===== config.mk =====
export PLATFORM = sky130hd
export DESIGN_NAME = axil_csr_master
export DESIGN_NICKNAME = d
export VERILOG_FILES = /design/src/rtl/axil_pkg.sv /design/src/rtl/axil_timeout_ctr.sv /design/src/rtl/axil_csr_master.sv
export SDC_FILE = /design/constraint.sdc
export NUM_CORES = 1
export LEC_CHECK = 0
export CORE_ASPECT_RATIO = 2
export CORE_MARGIN = 3
export CORE_UTILIZATION = 35
export CTS_CLUSTER_DIAMETER = 30
export CTS_CLUSTER_SIZE = 28
export DETAILED_ROUTE_END_ITERATION = 16
export PLACE_DENSITY = 0.87
export SLEW_MARGIN = 20
export SYNTH_ARGS = -nofsm -noshare
export SYNTH_HDL_FRONTEND = slang
export SYNTH_HIERARCHICAL = 1
export SYNTH_SLANG_ARGS = --single-unit

===== constraint.sdc =====
create_clock -name aclk -period 1.9 [get_ports aclk]
set_clock_uncertainty 0.2 [all_clocks]
set_input_delay 0.38 -clock aclk [delete_from_list [all_inputs] [get_ports aclk]]
set_output_delay 0.38 -clock aclk [all_outputs]
set_load 0.02 [all_outputs]

===== src/rtl/axil_pkg.sv =====
`default_nettype none
// +--------------------------------------------------------------------+
// | axil_pkg : shared FSM state type and AXI-Lite constants            |
// | rev 1.0                                                            |
// +--------------------------------------------------------------------+
package axil_pkg;

  typedef enum logic [2:0] {
    IDLE    = 3'd0,
    WR      = 3'd1,
    WR_RESP = 3'd2,
    RD_ADDR = 3'd3,
    RD_DATA = 3'd4,
    RSP     = 3'd5
  } axil_state_t;

  localparam logic [1:0] RESP_OKAY   = 2'b00;
  localparam logic [1:0] RESP_SLVERR = 2'b10;
  localparam logic [3:0] WSTRB_FULL  = 4'b1111;
  localparam logic [2:0] PROT_NONE   = 3'b000;

endpackage
`default_nettype wire


===== src/rtl/axil_timeout_ctr.sv =====
`default_nettype none
// +--------------------------------------------------------------------+
// | axil_timeout_ctr : 16-bit handshake watchdog, saturates at LIMIT   |
// | rev 1.0                                                            |
// +--------------------------------------------------------------------+
module axil_timeout_ctr #(
  parameter int LIMIT = 1024
) (
  input  logic clk,
  input  logic rst_n,
  input  logic clear,
  input  logic run,
  output logic expired
);

  localparam logic [15:0] LIMIT_C = 16'(LIMIT);

  logic [15:0] count;

  always_ff @(posedge clk or negedge rst_n) begin
    if (!rst_n) begin
      count <= 16'd0;
    end else if (clear) begin
      count <= 16'd0;
    end else if (run && !expired) begin
      count <= count + 16'd1;
    end
  end

  assign expired = (count == LIMIT_C);

endmodule
`default_nettype wire


===== src/rtl/axil_csr_master.sv =====
`default_nettype none
// +--------------------------------------------------------------------+
// | axil_csr_master : single-outstanding AXI-Lite CSR access master    |
// | optional watchdog: AXIL_CSR_MASTER_TIMEOUT_EN            rev 1.0   |
// +--------------------------------------------------------------------+
module axil_csr_master
  import axil_pkg::*;
#(
  parameter int ADDR_W         = 6,
  parameter int TIMEOUT_CYCLES = 1024
) (
  input  logic              aclk,
  input  logic              aresetn,
  input  logic              cmd_valid,
  input  logic              cmd_write,
  input  logic [ADDR_W-1:0] cmd_addr,
  input  logic [31:0]       cmd_wdata,
  output logic              cmd_ready,
  output logic              rsp_valid,
  output logic [31:0]       rsp_rdata,
  output logic [1:0]        rsp_resp,
  output logic              rsp_timeout,
  input  logic              rsp_ready,
  output logic [ADDR_W-1:0] m_axi_awaddr,
  output logic [2:0]        m_axi_awprot,
  output logic              m_axi_awvalid,
  input  logic              m_axi_awready,
  output logic [31:0]       m_axi_wdata,
  output logic [3:0]        m_axi_wstrb,
  output logic              m_axi_wvalid,
  input  logic              m_axi_wready,
  input  logic [1:0]        m_axi_bresp,
  input  logic              m_axi_bvalid,
  output logic              m_axi_bready,
  output logic [ADDR_W-1:0] m_axi_araddr,
  output logic [2:0]        m_axi_arprot,
  output logic              m_axi_arvalid,
  input  logic              m_axi_arready,
  input  logic [31:0]       m_axi_rdata,
  input  logic [1:0]        m_axi_rresp,
  input  logic              m_axi_rvalid,
  output logic              m_axi_rready
);

  axil_state_t       state, state_nx;
  logic              aw_done, w_done;
  logic              busy, expired, timed_out;
  logic [ADDR_W-1:0] addr_q;
  logic [31:0]       wdata_q;

  assign m_axi_awaddr = addr_q;
  assign m_axi_araddr = addr_q;
  assign m_axi_wdata  = wdata_q;
  assign m_axi_awprot = PROT_NONE;
  assign m_axi_arprot = PROT_NONE;

  always_comb begin
    state_nx      = state;
    cmd_ready     = 1'b0;
    rsp_valid     = 1'b0;
    m_axi_awvalid = 1'b0;
    m_axi_wvalid  = 1'b0;
    m_axi_wstrb   = 4'b0000;
    m_axi_bready  = 1'b0;
    m_axi_arvalid = 1'b0;
    m_axi_rready  = 1'b0;
    busy          = 1'b0;
    timed_out     = 1'b0;
    case (state)
      IDLE: begin
        cmd_ready = aresetn;
        if (cmd_valid) state_nx = cmd_write ? WR : RD_ADDR;
      end
      WR: begin
        busy          = 1'b1;
        m_axi_awvalid = !aw_done;
        m_axi_wvalid  = !w_done;
        m_axi_wstrb   = w_done ? 4'b0000 : WSTRB_FULL;
        // A handshake landing in the expiry cycle still wins over the abort.
        if ((aw_done || m_axi_awready) && (w_done || m_axi_wready)) begin
          state_nx = WR_RESP;
        end else if (expired) begin
          state_nx  = RSP;
          timed_out = 1'b1;
        end
      end
      WR_RESP: begin
        busy         = 1'b1;
        m_axi_bready = 1'b1;
        if (m_axi_bvalid) begin
          state_nx = RSP;
        end else if (expired) begin
          state_nx  = RSP;
          timed_out = 1'b1;
        end
      end
      RD_ADDR: begin
        busy          = 1'b1;
        m_axi_arvalid = 1'b1;
        if (m_axi_arready) begin
          state_nx = RD_DATA;
        end else if (expired) begin
          state_nx  = RSP;
          timed_out = 1'b1;
        end
      end
      RD_DATA: begin
        busy         = 1'b1;
        m_axi_rready = 1'b1;
        if (m_axi_rvalid) begin
          state_nx = RSP;
        end else if (expired) begin
          state_nx  = RSP;
          timed_out = 1'b1;
        end
      end
      RSP: begin
        rsp_valid = 1'b1;
        if (rsp_ready) state_nx = IDLE;
      end
      default: state_nx = IDLE;
    endcase
  end

  always_ff @(posedge aclk or negedge aresetn) begin
    if (!aresetn) begin
      state     <= IDLE;
      aw_done   <= 1'b0;
      w_done    <= 1'b0;
      addr_q    <= '0;
      wdata_q   <= 32'd0;
      rsp_rdata <= 32'd0;
      rsp_resp  <= RESP_OKAY;
    end else begin
      state   <= state_nx;
      aw_done <= (state == WR) && (state_nx == WR) && (aw_done || m_axi_awready);
      w_done  <= (state == WR) && (state_nx == WR) && (w_done || m_axi_wready);
      if (state == IDLE && cmd_valid) begin
        addr_q  <= cmd_addr;
        wdata_q <= cmd_wdata;
      end
      if (timed_out) begin
        rsp_rdata <= 32'd0;
        rsp_resp  <= RESP_SLVERR;
      end else if (state == WR_RESP && m_axi_bvalid) begin
        rsp_rdata <= 32'd0;
        rsp_resp  <= m_axi_bresp;
      end else if (state == RD_DATA && m_axi_rvalid) begin
        rsp_rdata <= m_axi_rdata;
        rsp_resp  <= m_axi_rresp;
      end
    end
  end

`ifdef AXIL_CSR_MASTER_TIMEOUT_EN
  axil_timeout_ctr #(
    .LIMIT (TIMEOUT_CYCLES)
  ) u_timeout_ctr (
    .clk     (aclk),
    .rst_n   (aresetn),
    .clear   (state_nx != state),
    .run     (busy),
    .expired (expired)
  );

  always_ff @(posedge aclk or negedge aresetn) begin
    if (!aresetn) begin
      rsp_timeout <= 1'b0;
    end else if (timed_out) begin
      rsp_timeout <= 1'b1;
    end else if (state == IDLE && cmd_valid) begin
      rsp_timeout <= 1'b0;
    end
  end
`else
  logic unused_cfg;
  assign expired     = 1'b0;
  assign rsp_timeout = 1'b0;
  assign unused_cfg  = ^{busy, 16'(TIMEOUT_CYCLES)};
`endif

endmodule
`default_nettype wire

**Yosys cells after proc, flatten, opt, wreduce, memory -nomap -nowiden**

Cells that the tools add are included.

- Register bits: 77
- Output and inout port bits: 96
- Word-level logic and storage cells: 47

- Equality and inequality tests: 6
- Multiplexer cells: 21
- Reductions and logical operators: 13

Operators by type and width:

| operator | count |
|---|---|
| two-way mux 32 bit | 2 |
| two-way mux 3 bit | 6 |
| one-hot mux 3 bit (6 select lines) | 1 |
| two-way mux 4 bit | 2 |
| logical AND 1 bit | 7 |
| two-way mux 1 bit | 7 |
| == test 3 x 1 -> 1 bit, second input constant | 2 |
| == test 3 x 2 -> 1 bit, second input constant | 2 |
| == test 3 bit, second input constant | 2 |
| two-way mux 2 bit | 3 |
| zero test 3 bit | 1 |
| zero test 1 bit | 2 |
| logical OR 1 bit | 2 |
| nonzero test 2 bit | 1 |

**Depth between registers and ports, before layout**

Gate-level depths: netlist (run 1).

- Word-level depth: 7
- Gate-level depth with buffers: 6

**Least setup slack after synthesis (run 1)**

Ideal clock, no wire load.

- Path kind: register -> output
- From: reg state[1]
- To: out m_axi_wstrb[0]
- Data arrival time: 1.612 ns
- Data required time: 1.320 ns
- Setup slack: -0.292 ns
- Stages on the path, launching flop included: 5
- Path buffers: 2
- Cell sequence: dfrtp_1 > buf_2 > or3b_1 > nor2_1 > buf_4

- Word-level cells in the longest chain between the ends: 2

RTL lines:

| what | line | RTL |
|---|---|---|
| start: declaration | axil_csr_master.sv:45 | `axil_state_t state, state_nx;` |
| start signal: assignment | axil_csr_master.sv:135 | `state <= state_nx;` |
| == test 3 x 1 -> 1 bit | axil_csr_master.sv:69 | `case (state)` |
| two-way mux 4 bit | axil_csr_master.sv:69 |  |
| end: declaration | axil_csr_master.sv:29 | `output logic [3:0] m_axi_wstrb,` |

No other way between the ends.

**Worst setup path after layout (run 1)**

- From: reg state[2]
- To: out m_axi_wstrb[1]

The elaborated chain is that of the path after synthesis.

==> summary.txt, run 1 <==
DIE WIDTH -> 74.4 µm
Mapped Area -> 0.00328 mm²
highest cell delay on the worst timing path -> 430 ps
Setup violations, final -> 53
DR pass1 iterations -> 4
ys async rst share -> 100%
CP max FO -> 5
post-synth top area cell -> dfrtp_1
via count -> 2595
Post-synth EDFFs -> 0
Area growth syn-to-layout -> 80.8%
hold slack -> 288 ps
per-cell routed wire length -> 20.2 µm
vias in the first global route -> 2816
wire length of the first global-routing pass -> 14.4 mm
Initial Util -> 36.1%
initial DRC count -> 81
wire length on met3 -> 692 µm
final worst setup slack -> -122 ps
worst hold endpoint -> rsp_resp[0]
startpoint types -> flip-flop
initial antenna violation count -> 0
IO Pins -> 180
FF-to-FF End -> m_axi_wdata[3]
Final period util -> 106%
hold depth -> 1
crit path max-delay cell type -> or3b_4
M1 WL -> 3.41 mm
crit end category -> primary output
Worst Setup Path Type -> flip-flop to primary output
max-cap violations -> 0
H-tree depth -> 3
RSZ-0062 raised after global routing -> yes
Final Non-Filler Cells -> 523
filler cell count -> 660
GRT Util Overall -> 18.2%
clk_lat worst skew -> 320 ps
number of port buffers -> 172
synthesized flop and latch total -> 77
Synth top area share -> 58.8%
gr ovfl total -> 0
gpl congestion -> 0.809
met2 WL post-DR -> 6.07 mm
Hold Path Class -> flip-flop to flip-flop
Ant. Diodes -> 0
CTS Buffer Depth -> 2
PD cells -> 1710 mW/mm²
Hold Crit Start -> rsp_resp[0]
HPWL Detailed -> 6.62 mm
fmax -> 495 MHz
top routing layer used -> met4
Register-to-Register Path Depth -> 7
DRT antenna net count -> 0
synth cell count leaders -> 77 x dfrtp_1, 34 x a22o_1, 20 x buf_4, 20 x mux2_4, 19 x mux2_2
worst path cell trace -> or3b_4 > nor2_4 > buf_4
failing checks -> setup timing
vias per inst -> 4.96
share of layout cells above drive strength 1 -> 28.0%
CTS tree -> built
Slew Limit Fails -> 0
core area -> 0.00907 mm²
synth top area cells -> dfrtp_1 59%, mux2_4 9.2%, a22o_1 9.1%
root buffer cell -> clkbuf_16
Syn Area/Cell -> 15.0 µm²
Distinct cells, synth -> 33
Peak VDD IR -> 1.07 mV
largest net degree at the start of global routing -> 78
Num CTS Buffers -> 9
die area -> 0.0106 mm²
WP data required -> 1320 ps
WL final -> 10.5 mm
sinks on the clock net -> 77
Tmin final -> 2020 ps
CP arrival -> 1440 ps
Leak -> 3.32 nW
Worst-path clk slew -> 60 ps
register area share after synthesis -> 58.8%
Worst R2R Start -> state[1]
final hold viol count -> 0
die height -> 143 µm
Synth Warn # -> 6
Mapped Cells -> 218
Final nets -> 500
Main synth FF type -> dfrtp_1
outcome -> complete, but fails checks
count leader, synth -> dfrtp_1
placed cell count -> 480
FP Rows -> 49
DRC -> 0
reg2reg setup slack -> -80 ps
[worst max-delay path: cells and delay by family (launching register included)]
| kind | cells | cell delay [ps] |
|---|---|---|
| AND/OR/NAND/NOR | 2 | 570 |
| flip-flops | 1 | 390 |
| buffers and inverters | 1 | 160 |
[worst max-delay path by stage]
stage | from | end | slack (ps)
2_1_floorplan | state[1] | m_axi_wstrb[0] | -10
3_3_place_gp | state[2] | m_axi_wstrb[3] | -230
3_5_place_dp | state[2] | m_axi_wstrb[0] | -250
4_1_cts | state[2] | m_axi_wstrb[0] | -130
5_1_grt | state[2] | m_axi_wstrb[1] | -170
6_report | state[2] | m_axi_wstrb[1] | -120
[placed cells by master, fill, tap and decap left out, drive strengths merged]
cell and n:
dfrtp 77, conb 7, dlygate4sd3 1, a221oi 1, nor4bb 1, nor3 2
nand2b 2, inv 3, nor2 11, a211oi 1, bufinv 2, or3b 1
a21o 2, clkdlybuf4s50 90, mux2 39, nand2 3, clkbuf 14, a22oi 1
and3b 1, dlygate4sd2 19, and4bb 2, and2 2, nand3 1, a22o 34
nor3b 1, mux2i 1, o22ai 2, clkinv 2, buf 47, dlymetal6s2s 51
[flip-flops by register name, indices dropped and copies added, names as in the netlist]
register	count
state	3
rsp_resp	2
aw_done	1
rsp_rdata	32
m_axi_araddr	6
w_done	1
m_axi_wdata	32
[area by class of cell]
cell class | instances | area, µm² | area share [%]
inverters | 2 | 7.51 | 0.127
flip-flops and latches | 77 | 1930 | 32.5
multi-input cells | 115 | 1200 | 20.3
clock buffers | 11 | 243 | 4.09
well taps | 102 | 128 | 2.15
clock inverters | 5 | 82.6 | 1.39
repair buffers | 211 | 2340 | 39.5
[layer usage]
layer | vias up | track usage, %
met5 | - | 0
met4 | 0 | 8.63
li1 | 1160 | -
met1 | 1281 | 17.3
met3 | 25 | 5.36
met2 | 129 | 34.0
[what timing repair did]
action                     CTS  global route
buffers inserted             9            11
hold buffers                 1             0
pin swaps                    7            12
cloned                       4             5
hold endpoints to repair    77             0
gates resized for setup     86            84
setup endpoints to repair   69           133
[logic make-up (layout without fill, tap and decap cells)]
kind of cell	after synthesis	count (layout)	synth area share, %
flip-flops	77	77	58.8
AO/OA/AOI/OAI	41	41	10.6
buffers and inverters	33	229	9.00
AND/OR/NAND/NOR	26	27	5.49
other	1	7	0.114
multiplexers	40	40	16.0
[report_power, final]
| group | internal (mW) | switching, mW | leakage, nW | total (mW) |
|---|---|---|---|---|
| Sequential | 2.38 | 0.428 | 0.963 | 2.81 |
| Combinational | 3.03 | 2.48 | 2.20 | 5.51 |
| Clock | 1.19 | 0.649 | 0.160 | 1.84 |
[through the flow]
stage | total power [mW] | instance area [µm²] | util (%) | TNS (ps) | setup WS [ps]
6_report | 10.2 | 5930 | 65.4 | -2640 | -122
5_1_grt | 10.6 | 5930 | 65.4 | -6820 | -169
4_1_cts | 9.80 | 5540 | 61.1 | -1820 | -129
3_5_place_dp | 7.64 | 4990 | 55.0 | -6450 | -250
3_3_place_gp | 7.51 | 4990 | 55.0 | -6300 | -231
2_1_floorplan | 5.66 | 3330 | - | -53.6 | -13.4
Note: power is estimated with default switching activity, not from simulation.
==> inputs of run 2 (changes only) <==
--- a/config.mk
+++ b/config.mk
@@ -11,6 +11,7 @@
 export CTS_CLUSTER_DIAMETER = 30
 export CTS_CLUSTER_SIZE = 28
 export DETAILED_ROUTE_END_ITERATION = 16
+export MAX_ROUTING_LAYER = met4
 export PLACE_DENSITY = 0.87
 export SLEW_MARGIN = 20
 export SYNTH_ARGS = -nofsm -noshare
==> run 2 against run 1 <==
Effect of this change:
- the run still ends with setup timing left
- largest cell class unchanged
- highest routed layer unchanged
- die area stayed put
- clock power about the same
- power barely moved
- cell area about the same
- register-to-register slack barely moved
- setup slack better by 5.6 ps
- sequential power about the same
- combinational power hardly changed
- flip-flop and latch count is the same
- core utilization hardly changed
- routed wire length grew 0.45%
- non-clock buffer count stayed put
==> summary.txt, run 2 (synthesis gave the netlist of run 1 again) <==
DRT antenna net count -> 0 (unchanged)
post-route cell area -> 0.00593 mm² (about the same)
Seq. cell area -> 0.00193 mm² (unchanged)
vias in the first global route -> 2816 (unchanged)
clk_lat worst skew -> 320 ps (about the same)
largest net degree at the start of global routing -> 78 (unchanged)
crit end category -> primary output (unchanged)
Ant. Diodes -> 0 (unchanged)
share of layout cells above drive strength 1 -> 28.0% (unchanged)
startpoint types -> flip-flop (unchanged)
Setup violations, final -> 56 (was 53)
setup TNS -> -2700 ps (was -2640 ps)
Final period util -> 106% (about the same)
placed cell count -> 480 (unchanged)
Design Power -> 10.2 mW (about the same)
Final nets -> 500 (unchanged)
crit path max-delay cell type -> or3b_4 (unchanged)
WP data required -> 1320 ps (about the same)
PD cells -> 1720 mW/mm² (was 1710 mW/mm²)
CTS tree -> built (unchanged)
GRT Util Overall -> 18.8% (was 18.2%)
Slew Limit Fails -> 0 (unchanged)
fmax -> 496 MHz (was 495 MHz)
most frequent cells in the layout -> 91 x clkdlybuf4s50_1, 77 x dfrtp_1, 50 x dlymetal6s2s_1, 38 x mux2_4, 34 x a22o_1 (was 90 x clkdlybuf4s50_1, 77 x dfrtp_1, 51 x dlymetal6s2s_1, 38 x mux2_4, 34 x a22o_1)
H-tree depth -> 3 (unchanged)
final hold viol count -> 0 (unchanged)
die height -> 143 µm (unchanged)
Num CTS Buffers -> 9 (unchanged)
vias per inst -> 4.97 (was 4.96)
failing checks -> setup timing (unchanged)
area occupied by multi-input gates -> 0.00120 mm² (unchanged)
FP Rows -> 49 (unchanged)
Worst Setup Path Type -> flip-flop to primary output (unchanged)
most common cell after layout, fill and taps aside -> clkdlybuf4s50_1 (unchanged)
gr ovfl total -> 0 (unchanged)
die area -> 0.0106 mm² (unchanged)
outcome -> complete, but fails checks (unchanged)
IO Pins -> 180 (unchanged)
HPWL Detailed -> 6.62 mm (unchanged)
Placed Area -> 0.00499 mm² (unchanged)
CP max FO -> 5 (unchanged)
Initial Util -> 36.1% (unchanged)
WP buf/inv -> 1 (unchanged)
core area -> 0.00907 mm² (unchanged)
Tmin final -> 2020 ps (about the same)
CTS Buffer Depth -> 2 (unchanged)
sinks on the clock net -> 77 (unchanged)
Leak -> 3.31 nW (was 3.32 nW)
via count -> 2600 (was 2595)
root buffer cell -> clkbuf_16 (unchanged)
Worst-path clk slew -> 60 ps (about the same)
number of port buffers -> 172 (unchanged)
worst path cell trace -> or3b_4 > nor2_4 > buf_4 (unchanged)
per-cell routed wire length -> 20.3 µm (was 20.2 µm)
RSZ-0062 raised after global routing -> yes (unchanged)
Area growth syn-to-layout -> 80.8% (about the same)
gpl congestion -> 0.821 (was 0.809)
Crit path max-delay family -> simple AND/OR/NAND/NOR gates (unchanged)
wire length of the first global-routing pass -> 14.4 mm (about the same)
initial antenna violation count -> 0 (unchanged)
highest cell delay on the worst timing path -> 430 ps (about the same)
Hold Path Class -> flip-flop to flip-flop (unchanged)
CP arrival -> 1440 ps (about the same)
Peak VDD IR -> 1.07 mV (about the same)
DRC -> 0 (unchanged)
DIE WIDTH -> 74.4 µm (unchanged)
initial DRC count -> 106 (was 81)
max-cap violations -> 0 (unchanged)
WL final -> 10.6 mm (was 10.5 mm)
final worst setup slack -> -116 ps (was -122 ps)
DR pass1 iterations -> 4 (unchanged)
filler cell count -> 660 (unchanged)
dpl ws -> -250 ps (unchanged)
Final Non-Filler Cells -> 523 (unchanged)
## run 2: cell types whose count changed in the layout (fill, tap and decap cells not counted), sizes merged
cell           previous run  this run
clkdlybuf4s50            90        91
dlymetal6s2s             51        50
## run 2: what timing repair did
item	in CTS	in global routing
setup buffers	9	11
cloned	4	5
hold endpoints to repair	77	0
endpoints found under the setup margin	69	132
resized for setup	86	83
hold buffers	1	0
pin swaps	7	12
## run 2: final timing paths
check,slack (ps),end,from,cells after the start
max,-120,m_axi_wstrb[1],state[2],3
min,290,rsp_rdata[7],rsp_rdata[7],1
max reg2reg,-70,m_axi_wdata[3],state[1],7
min reg2reg,290,rsp_rdata[7],rsp_rdata[7],1
max in group asynchronous,650,rsp_rdata[17],aresetn,3
min in group asynchronous,560,m_axi_wdata[31],aresetn,3
## run 2: area by class of cell
cell class / instances / area share [%]
flip-flops and latches: 77 / 32.5
inverters: 2 / 0.127
well taps: 102 / 2.15
clock buffers: 11 / 4.09
multi-input cells: 115 / 20.3
repair buffers: 211 / 39.5
clock inverters: 5 / 1.39
## run 2: where the power goes
| group | internal, mW | leakage [nW] | switching, mW | total [mW] |
|---|---|---|---|---|
| Sequential | 2.38 | 0.963 | 0.427 | 2.80 |
| Combinational | 3.03 | 2.18 | 2.49 | 5.52 |
| Clock | 1.19 | 0.160 | 0.652 | 1.84 |
## run 2: stage by stage
step,hold slack [ps],utilization [%]
2_1_floorplan,-116,-
6_report,288,65.3
3_5_place_dp,281,55.0
3_3_place_gp,260,55.0
5_1_grt,304,65.3
4_1_cts,295,61.1
## run 2: routing by layer
layer	vias to the layer above	part of all wire (%)	track usage, %
met1	1272	33	18.1
met4	0	3.6	8.54
met3	29	6.1	4.23
met5	-	0	-
met2	142	57	34.2
li1	1157	-	-
==> inputs of run 3 (changes only) <==
--- a/config.mk
+++ b/config.mk
@@ -6,10 +6,10 @@
 export NUM_CORES = 1
 export LEC_CHECK = 0
 export CORE_ASPECT_RATIO = 2
-export CORE_MARGIN = 3
+export CORE_MARGIN = 4
 export CORE_UTILIZATION = 35
 export CTS_CLUSTER_DIAMETER = 30
-export CTS_CLUSTER_SIZE = 28
+export CTS_CLUSTER_SIZE = 20
 export DETAILED_ROUTE_END_ITERATION = 16
 export MAX_ROUTING_LAYER = met4
 export PLACE_DENSITY = 0.87
==> run 3 against run 2 <==
Effect of this change:
- the flow still finishes with violations (setup timing)
- die area grew 4.1%
- cell count decreased by 0.76%
- count of clock-buffer cells in the layout fell by 1
- maximum frequency is essentially flat
- routed wire length shrank 4.5%
- via count is 1.3% lower
- cell area fell by 2.7%
- register-to-register slack is essentially flat
==> summary.txt, run 3 (synthesis gave the netlist of run 1 again) <==
outcome -> complete, but fails checks (unchanged)
failing checks -> setup timing (unchanged)
DRC -> 0 (unchanged)
final core utilization -> 63.6% (was 65.3%)
gr ovfl total -> 0 (unchanged)
Peak VDD IR -> 1.04 mV (was 1.07 mV)
switch share -> 35.6% (was 35.1%)
CTS tree -> built (unchanged)
Final period util -> 106% (about the same)
Final Non-Filler Cells -> 519 (was 523)
clock share of power -> 17.1% (was 18.1%)
Ant. Diodes -> 0 (unchanged)
startpoint types -> flip-flop (unchanged)
WP data required -> 1320 ps (about the same)
H-tree depth -> 3 (unchanged)
most common cell after layout, fill and taps aside -> clkdlybuf4s50_1 (unchanged)
Leak -> 3.06 nW (was 3.31 nW)
dpl ws -> -256 ps (was -250 ps)
Comb pwr share -> 54.6% (was 54.3%)
CP max FO -> 5 (unchanged)
Final nets -> 496 (was 500)
Relative slew margins -> 66.3%
wire length of the first global-routing pass -> 14.7 mm (was 14.4 mm)
WL final -> 10.1 mm (was 10.6 mm)
via count -> 2566 (was 2600)
GRT Util Overall -> 17.9% (was 18.8%)
die height -> 145 µm (was 143 µm)
internal power -> 6.37 mW (was 6.60 mW)
switching power -> 3.51 mW (was 3.57 mW)
Reg power frac -> 28.3% (was 27.6%)
DIE WIDTH -> 76.4 µm (was 74.4 µm)
vias in the first global route -> 2795 (was 2816)
Worst Tran Pin Value -> 506 ps
root buffer cell -> clkbuf_16 (unchanged)
Tmin final -> 2020 ps (about the same)
largest net degree at the start of global routing -> 42 (was 78)
number of port buffers -> 172 (unchanged)
FP Rows -> 49 (unchanged)
vias per inst -> 4.94 (was 4.97)
die area -> 0.0111 mm² (was 0.0106 mm²)
hold slack -> 281 ps (was 288 ps)
setup TNS -> -1870 ps (was -2700 ps)
Hold Path Class -> flip-flop to flip-flop (unchanged)
CP arrival -> 1440 ps (about the same)
final hold viol count -> 0 (unchanged)
Num CTS Buffers -> 9 (unchanged)
most frequent cells in the layout -> 103 x clkdlybuf4s50_1, 77 x dfrtp_1, 38 x mux2_4, 34 x a22o_1, 32 x dlymetal6s2s_1 (was 91 x clkdlybuf4s50_1, 77 x dfrtp_1, 50 x dlymetal6s2s_1, 38 x mux2_4, 34 x a22o_1)
initial DRC count -> 101 (was 106)
Initial Util -> 36.1% (unchanged)
max-cap violations -> 0 (unchanged)
DR pass1 iterations -> 4 (unchanged)
initial antenna violation count -> 0 (unchanged)
PD cells -> 1710 mW/mm² (was 1720 mW/mm²)
HPWL Detailed -> 7.10 mm (was 6.62 mm)
Worst Setup Path Type -> flip-flop to primary output (unchanged)
core area -> 0.00907 mm² (unchanged)
placed cell count -> 485 (was 480)
gpl congestion -> 0.785 (was 0.821)
IO Pins -> 180 (unchanged)
share of layout cells above drive strength 1 -> 28.3% (was 28.0%)
Setup violations, final -> 38 (was 56)
fmax -> 496 MHz (about the same)
RSZ-0062 raised after global routing -> yes (unchanged)
final worst setup slack -> -117 ps (was -116 ps)
sinks on the clock net -> 77 (unchanged)
crit end category -> primary output (unchanged)
per-cell routed wire length -> 19.5 µm (was 20.3 µm)
DRT antenna net count -> 0 (unchanged)
Worst-path clk slew -> 60 ps (about the same)
Slew Limit Fails -> 0 (unchanged)
clk_lat worst skew -> 320 ps (about the same)
Area growth syn-to-layout -> 75.9% (was 80.8%)
CTS Buffer Depth -> 2 (unchanged)
==> run 3: area by class of cell <==
class / count / area, µm²
clock inverters: 6 / 61.3
repair buffers: 208 / 2210
inverters: 2 / 7.51
fillers: 695 / 3310
flip-flops and latches: 77 / 1930
well taps: 102 / 128
clock buffers: 10 / 239
multi-input cells: 114 / 1200
==> run 3: stage by stage <==
| stage | total power [mW] | cell area [µm²] |
|---|---|---|
| after floorplan | 5.66 | 3330 |
| after global placement | 7.58 | 5060 |
| after detailed placement | 7.75 | 5060 |
| after CTS | 9.67 | 5520 |
| after global routing | 10.3 | 5770 |
| final | 9.88 | 5770 |
==> run 3: timing repair <==
action	CTS	global route
endpoints found under the setup margin	73	118
hold buffers	1	0
gates cloned	3	3
setup buffers	4	10
endpoints found under the hold margin	40	0
pin swaps	1	5
resized for setup	98	60
==> run 3: final timing paths <==
path / from / to / slack [ps] / cells past startpoint
max: state[2] / m_axi_wstrb[0] / -120 / 3
min: rsp_resp[0] / rsp_resp[0] / 280 / 1
max reg2reg: state[0] / m_axi_wdata[24] / -60 / 7
min reg2reg: rsp_resp[0] / rsp_resp[0] / 280 / 1
max in group asynchronous: aresetn / rsp_rdata[24] / 250 / 4
min in group asynchronous: aresetn / rsp_rdata[12] / 540 / 3
==> run 3: power by group through the flow <==
stage	clock network (mW)	logic [mW]	registers, mW
finish	1.69	5.39	2.80
global route	1.80	5.64	2.89
CTS	1.73	5.13	2.81
detailed placement	0	4.92	2.82
global placement	0	4.81	2.77
floorplan	0	2.02	3.64
==> run 3: worst max-delay path, stage by stage, from the launching register on <==
cell and delay, ps:
dfrtp_1 380, or3b_4 430, nor2_4 140, buf_4 160
==> run 3: metal layers <==
layer | GRT usage, % | share of wire [%] | vias up
met2 | 33.6 | 57 | 122
met3 | 4.83 | 6.9 | 19
met5 | - | 0 | -
met1 | 17.0 | 34 | 1278
li1 | - | - | 1147
met4 | 7.83 | 2.4 | 0
